--- config.mk ---
export PLATFORM = sky130hd
export DESIGN_NAME = step_ctrl_decoder
export DESIGN_NICKNAME = d
export VERILOG_FILES = /design/src/rtl/step_ctrl_pkg.sv /design/src/rtl/onehot_dec.sv /design/src/rtl/step_ctrl_decoder.sv
export SDC_FILE = /design/constraint.sdc
export NUM_CORES = 1
export LEC_CHECK = 0
export CORE_UTILIZATION = 30
export DETAILED_ROUTE_END_ITERATION = 7
export HOLD_SLACK_MARGIN = 0.1
export SLEW_MARGIN = 10
export SYNTH_ARGS = -nofsm -noshare
export SYNTH_HDL_FRONTEND = slang
export SYNTH_SLANG_ARGS = --single-unit
--- constraint.sdc ---
create_clock -name CLKb -period 2.5 [get_ports CLKb]
set_input_delay 0.5 -clock CLKb [delete_from_list [all_inputs] [get_ports CLKb]]
set_output_delay 0.5 -clock CLKb [all_outputs]
set_load 0.05 [all_outputs]
--- src/rtl/step_ctrl_pkg.sv ---
// Shared types for the step-controlled processor decoder: opcode and step encodings and
// instruction-register field layout {op, rx, ry}.
package step_ctrl_pkg;

    typedef enum logic [1:0] {
        OP_MV  = 2'b00,
        OP_MVI = 2'b01,
        OP_ADD = 2'b10,
        OP_SUB = 2'b11
    } op_t;

    typedef enum logic [1:0] {
        T0 = 2'd0,
        T1 = 2'd1,
        T2 = 2'd2,
        T3 = 2'd3
    } step_t;

    // op occupies the top OP_W bits of IR; its MSB marks the reserved opcode space
    localparam int unsigned OP_W   = 3;
    localparam int unsigned OP_RSV = OP_W - 1;

    function automatic int unsigned reg_idx_w(input int unsigned nreg);
        return (nreg > 1) ? $clog2(nreg) : 1;
    endfunction

endpackage

--- src/rtl/onehot_dec.sv ---
// Binary register index to N-bit one-hot select, all zeros when disabled.
module onehot_dec #(
    parameter int unsigned N = 8,
    parameter int unsigned W = 3
) (
    input  logic         en,
    input  logic [W-1:0] idx,
    output logic [N-1:0] onehot
);

    always_comb begin
        onehot = '0;
        for (int i = 0; i < N; i++) begin
            onehot[i] = en && (idx == W'(i));
        end
    end

endmodule

--- src/rtl/step_ctrl_decoder.sv ---
// Per-step control strobe decoder, IR holder and step-sequence checker for the simple processor.
// Optional ILLEGAL_OPCODE_TRAP_EN adds a sticky IllegalOp trap that stalls the block until reset.
module step_ctrl_decoder
    import step_ctrl_pkg::*;
#(
    parameter int unsigned NREG = 8,
    parameter int unsigned IR_W = 9
) (
    input  logic            CLKb,
    input  logic            CLRb,
    input  logic            Run,
    input  logic [IR_W-1:0] DIN,
    input  logic [1:0]      Tstep,
    output logic            CntClr,
    output logic            IRin,
    output logic [NREG-1:0] Rout,
    output logic [NREG-1:0] Rin,
    output logic            DINout,
    output logic            Ain,
    output logic            Gin,
    output logic            Gout,
    output logic            AddSub,
    output logic            Done,
`ifdef ILLEGAL_OPCODE_TRAP_EN
    output logic            IllegalOp,
`endif
    output logic            SeqErr
);

    localparam int unsigned RW = reg_idx_w(NREG);

    logic [IR_W-1:0] ir_q;
    logic [1:0]      exp_q;
    logic            seq_err_q;
    logic            hold;

    step_t          step;
    op_t            opc;
    logic           rsv;
    logic [RW-1:0]  rx;
    logic [RW-1:0]  ry;
    logic           rout_en;
    logic           rin_en;
    logic [RW-1:0]  rout_sel;

    assign step = step_t'(Tstep);
    assign rsv  = ir_q[IR_W-OP_W+OP_RSV];
    assign opc  = op_t'(ir_q[IR_W-OP_W +: 2]);
    assign rx   = ir_q[2*RW-1 -: RW];
    assign ry   = ir_q[RW-1:0];

`ifdef ILLEGAL_OPCODE_TRAP_EN
    logic illegal_q;
    assign IllegalOp = illegal_q;
    assign hold      = !CLRb || illegal_q;
`else
    assign hold      = !CLRb;
`endif

    assign SeqErr = seq_err_q;

    always_comb begin
        IRin     = 1'b0;
        DINout   = 1'b0;
        Ain      = 1'b0;
        Gin      = 1'b0;
        Gout     = 1'b0;
        AddSub   = 1'b0;
        Done     = 1'b0;
        rout_en  = 1'b0;
        rin_en   = 1'b0;
        rout_sel = rx;
        unique case (step)
            T0: IRin = Run;
            T1: begin
                if (rsv) begin
                    Done = 1'b1;
                end else begin
                    unique case (opc)
                        OP_MV: begin
                            rout_en  = 1'b1;
                            rout_sel = ry;
                            rin_en   = 1'b1;
                            Done     = 1'b1;
                        end
                        OP_MVI: begin
                            DINout = 1'b1;
                            rin_en = 1'b1;
                            Done   = 1'b1;
                        end
                        OP_ADD, OP_SUB: begin
                            rout_en = 1'b1;
                            Ain     = 1'b1;
                        end
                    endcase
                end
            end
            T2: begin
                if (!rsv && (opc == OP_ADD || opc == OP_SUB)) begin
                    rout_en  = 1'b1;
                    rout_sel = ry;
                    Gin      = 1'b1;
                    AddSub   = (opc == OP_SUB);
                end
            end
            T3: begin
                if (!rsv && (opc == OP_ADD || opc == OP_SUB)) begin
                    Gout   = 1'b1;
                    rin_en = 1'b1;
                    Done   = 1'b1;
                end
            end
        endcase
        CntClr = Done || (step == T0 && !Run);
        // Reset or trap: everything quiet, counter pinned at T0
        if (hold) begin
            IRin    = 1'b0;
            DINout  = 1'b0;
            Ain     = 1'b0;
            Gin     = 1'b0;
            Gout    = 1'b0;
            AddSub  = 1'b0;
            Done    = 1'b0;
            rout_en = 1'b0;
            rin_en  = 1'b0;
            CntClr  = 1'b1;
        end
    end

    onehot_dec #(
        .N (NREG),
        .W (RW)
    ) u_rout_dec (
        .en     (rout_en),
        .idx    (rout_sel),
        .onehot (Rout)
    );

    onehot_dec #(
        .N (NREG),
        .W (RW)
    ) u_rin_dec (
        .en     (rin_en),
        .idx    (rx),
        .onehot (Rin)
    );

    always_ff @(negedge CLKb or negedge CLRb) begin
        if (!CLRb) begin
            ir_q      <= '0;
            exp_q     <= 2'd0;
            seq_err_q <= 1'b0;
`ifdef ILLEGAL_OPCODE_TRAP_EN
            illegal_q <= 1'b0;
`endif
        end else begin
            if (IRin) begin
                ir_q <= DIN;
            end
            exp_q <= CntClr ? 2'd0 : exp_q + 2'd1;
            if (Tstep != exp_q) begin
                seq_err_q <= 1'b1;
            end
`ifdef ILLEGAL_OPCODE_TRAP_EN
            if (step == T1 && rsv) begin
                illegal_q <= 1'b1;
            end
`endif
        end
    end

endmodule
; ---- After elaboration in Yosys (flattened, before gate mapping)
; Cells that the tools add are included.
[op_classes]
reduce_logical = 29
add_sub_neg = 1
n_mux = 35
eq_ne = 21
[op_table]
columns = op, n
row1 = two-way mux 1 bit, 27
row2 = equality test 3 bit (second input constant), 8
row3 = logical AND 1 bit, 18
row4 = equality test 3 x 2 -> 1 bit (second input constant), 4
row5 = two-way mux 3 bit, 3
row6 = equality test 2 bit (second input constant), 4
row7 = equality test 3 x 1 -> 1 bit (second input constant), 2
row8 = zero test 3 bit, 2
row9 = case mux 1 bit (2 select lines), 3
row10 = case mux 3 bit (2 select lines), 1
row11 = equality test 2 x 1 -> 1 bit (second input constant), 2
row12 = zero test 2 bit, 2
row13 = OR reduction 2 bit, 2
row14 = OR reduction 3 bit, 1
row15 = adder 2 x 1 -> 2 bit (second input constant), 1
row16 = zero test 1 bit, 2
row17 = logical OR 1 bit, 2
row18 = two-way mux 2 bit, 1
row19 = inequality test 2 bit, 1
[word_totals]
input_bits = 14
word_cells = 89
out_inout_bits = 25
regBits = 12

; ---- Depth between registers and ports, before layout
[depth]
ltp_word = 8
ltp_mapped = 6
depth_no_buf = 6

; ---- Hierarchy
; From an unflattened synthesis, not the netlist that was laid out.
[hier_totals]
hier_cells = 91
hier_area_um2 = 947.2
[by_module_without_submodules]
columns = module, instances, seq_area_each_um2, area_per_inst_um2, cells_per_inst
row1 = step_ctrl_decoder, 1, 300.3, 757.0, 75
row2 = onehot_dec, 2, 0.0, 95.1, 8

==> qor.yml <==
status:
  status: "complete, but fails checks"
  violations: "setup timing"
layout:
  num-fill-cells: 167
  drive_gt1_share_pct: 73.5
  area_delta_synth_final_pct: 156
  antenna_cells: 0
  finalInstanceArea_um2: 2590
  fin_nets: 219
  instances_no_fill: 244
place:
  dp_cells: 229
  place.gp.congestion: 0.887
  pre_cts_ws_ps: -1120
  placed_area_um2: 2310
  dp_hpwl_um: 2640
  port_buffers: 38
synth:
  synth.most_common_cell: "nor2_1"
  synth.avg_cell_area_um2: 9.47
  ys_warn_count: 0
  ys_types: 42
  synth_cells: 107
  synth_top_cells_by_area: "dfrtn_1, mux2_2, nor2_1"
  synth_commonest_cells: "nor2_1, dfrtn_1, mux2_2"
  synth-edff-count: 0
  yosys.area.top_type: "dfrtn_1"
  async_reset_ff_share_pct: 100
  synthFlopType: "dfrtn_1"
  yosys.area.top_type_share_pct: 29.6
  syn_area_um2: 1010
  ys_seq_area_share_pct: 29.6
  yosys_register_bits: 12
  syn-num-nets: 125
clock_network:
  cts_tree: "yes"
  root_buffer: "clkbuf_4"
  clockBufferDepth: 2
  path_clk_slew_ps: 50
  clk_latency_ps: 290
  clock-sinks: 12
  cts_buffers: 3
  htree_levels: 1
hold_path:
  hold_path.class: "register to register"
  hold_start: "exp_q[0]$_DFF_NN0_"
floorplan:
  initial_core_util_pct: 32.4
  io_pins: 39
  die_w_um: 60.1
  die_y_um: 60.1
  core_um2: 3130
  die_area_um2: 3610
  std_cell_rows: 20
setup_path:
  startpoint: "ir_q[8]$_DFFE_NN0P_"
  critPathKind: "register to primary output"
  rrSetupSlack_ps: 970
  critPathRequiredTime_ps: 2000
  cp_slowest_cell: "dfrtn_1"
  worstSetupStartpointType: "register"
  end_kind: "primary output"
  rr_startpoint: "ir_q[8]$_DFFE_NN0P_"
  critical_path.max_stage_delay_ps: 560
  arrival_ps: 3410
  crit_chain: "nor3b_4 > o31a_1 > o32a_1 > a2111oi_4 > buf_12"
  crit_path_max_fanout: 5
sta:
  clock_skew_ps: 0.177
  drv_slew: 0
  tightest_slew_ps: 488
  hold_viol: 0
  relSlewSlack_pct: 67.3
  rsz0062_at_grt: "yes"
  fin_setup_tns_ps: -25870
  layout_setup_ws_ps: -1410
  setup_viol: 24
route:
  via_count: 1194
  drc: 0
  vias_per_cell: 4.89
  met3_length_um: 69
  wl_met1_um: 1470
  firstDrtPassIters: 2
  antenna_left: 0
  wl_met2_um: 2070
  routed_wl_um: 3680
  wire_per_inst_um: 15.1
  dr.max_layer_used: "met4"
  drt_iter0_markers: 11
global_route:
  grt_pass1_wl_um: 5860
  grt_use_total_pct: 21.5
  overflow: 0
  grt_pass1_vias: 1293
  antenna_found_initial: 0
  grt_max_degree: 19
power:
  p_total_mw: 1.16
  switching_power_uw: 466
  powerDensity_nw_per_um2: 446
  leakage_nw: 1.08
  p_seq_share_pct: 25.4
  p_int_uw: 692
  irDropWorstVdd_mv: 0.460
  power.share.clock_pct: 13.6
  switching_share_pct: 40.2
  combPwrFrac_pct: 61.1
run:
  drv_cap: 0
## power groups by stage
stage / sequential (mW) / clock, mW / combinational [mW]
floorplan: 0.277 / 0 / 0.344
detailed placement: 0.288 / 0 / 0.594
finish: 0.293 / 0.157 / 0.707
CTS: 0.288 / 0.156 / 0.641
global placement: 0.284 / 0 / 0.580
global route: 0.299 / 0.171 / 0.743
## cell type report
type	count	area, um2	area share, %
multi-input cells	86	1090	42.0
clock buffers	4	36.3	1.40
repair buffers	90	1060	41.0
flip-flops and latches	12	300	11.6
inverters	8	48.8	1.88
well taps	44	55.1	2.12
## registers in the layout, indices dropped and copies added, names as in the netlist
signal	flops
ir_q	9
exp_q	2
SeqErr	1
## per-layer routing
layer  global-route usage, %  up-vias
li1                        -      573
met1                    26.6      584
met2                    39.1       29
met3                    1.30        8
met4                    6.64        0
met5                       0        -
## worst max-delay path: cells and delay by family (launching register included)
family          cells  cell delay [ps]
simple gates        1               90
buf+inv             1              180
flops               1              560
compound gates      3             1020
## cells by family (layout without fill, tap and decap cells)
group,Yosys count,in the layout,share of synthesized area (%)
and+or+nand+nor,49,50,26.8
AOI/OAI and AO/OA,19,19,20.6
DFF,12,12,29.6
muxes,10,10,11.0
buffers and inverters,10,102,4.44
adders and majority gates,4,4,4.94
xor gates and xnor gates,3,3,2.59
## stage by stage
stage / util [%] / hold slack [ps]
3_5_place_dp: 73.9 / 419
3_3_place_gp: 73.9 / 400
2_1_floorplan: - / 386
4_1_cts: 79.1 / 420
5_1_grt: 82.9 / 464
6_report: 82.9 / 449
## timing repair
| action | in CTS | in global routing |
|---|---|---|
| cloned | 1 | 0 |
| setup endpoints to repair | 36 | 35 |
| pin swaps | 15 | 13 |
| buffers inserted | 6 | 5 |
| hold buffers | 0 | 0 |
| resized for setup | 25 | 27 |
## path summary, 6_finish.rpt
kind,depth (start not counted),to
setup reg to reg,7,exp_q[1]$_DFF_NN0_
hold reg to reg,1,exp_q[0]$_DFF_NN0_
hold / removal,1,exp_q[0]$_DFF_NN0_
min in group asynchronous,2,ir_q[8]$_DFFE_NN0P_
setup / recovery,5,Rout[6]
max in group asynchronous,2,ir_q[2]$_DFFE_NN0P_
## cells in the final DEF (no fill, tap or decap), types with 4 or more instances in the layout
| cell | n |
|---|---|
| nand2_1 | 5 |
| mux2_4 | 8 |
| nor2_4 | 12 |
| nand3_4 | 4 |
| clkdlybuf4s50_1 | 9 |
| buf_6 | 14 |
| buf_4 | 39 |
| dfrtn_1 | 12 |
| inv_1 | 6 |
| buf_12 | 23 |
Note: power is estimated with default switching activity, not from simulation.
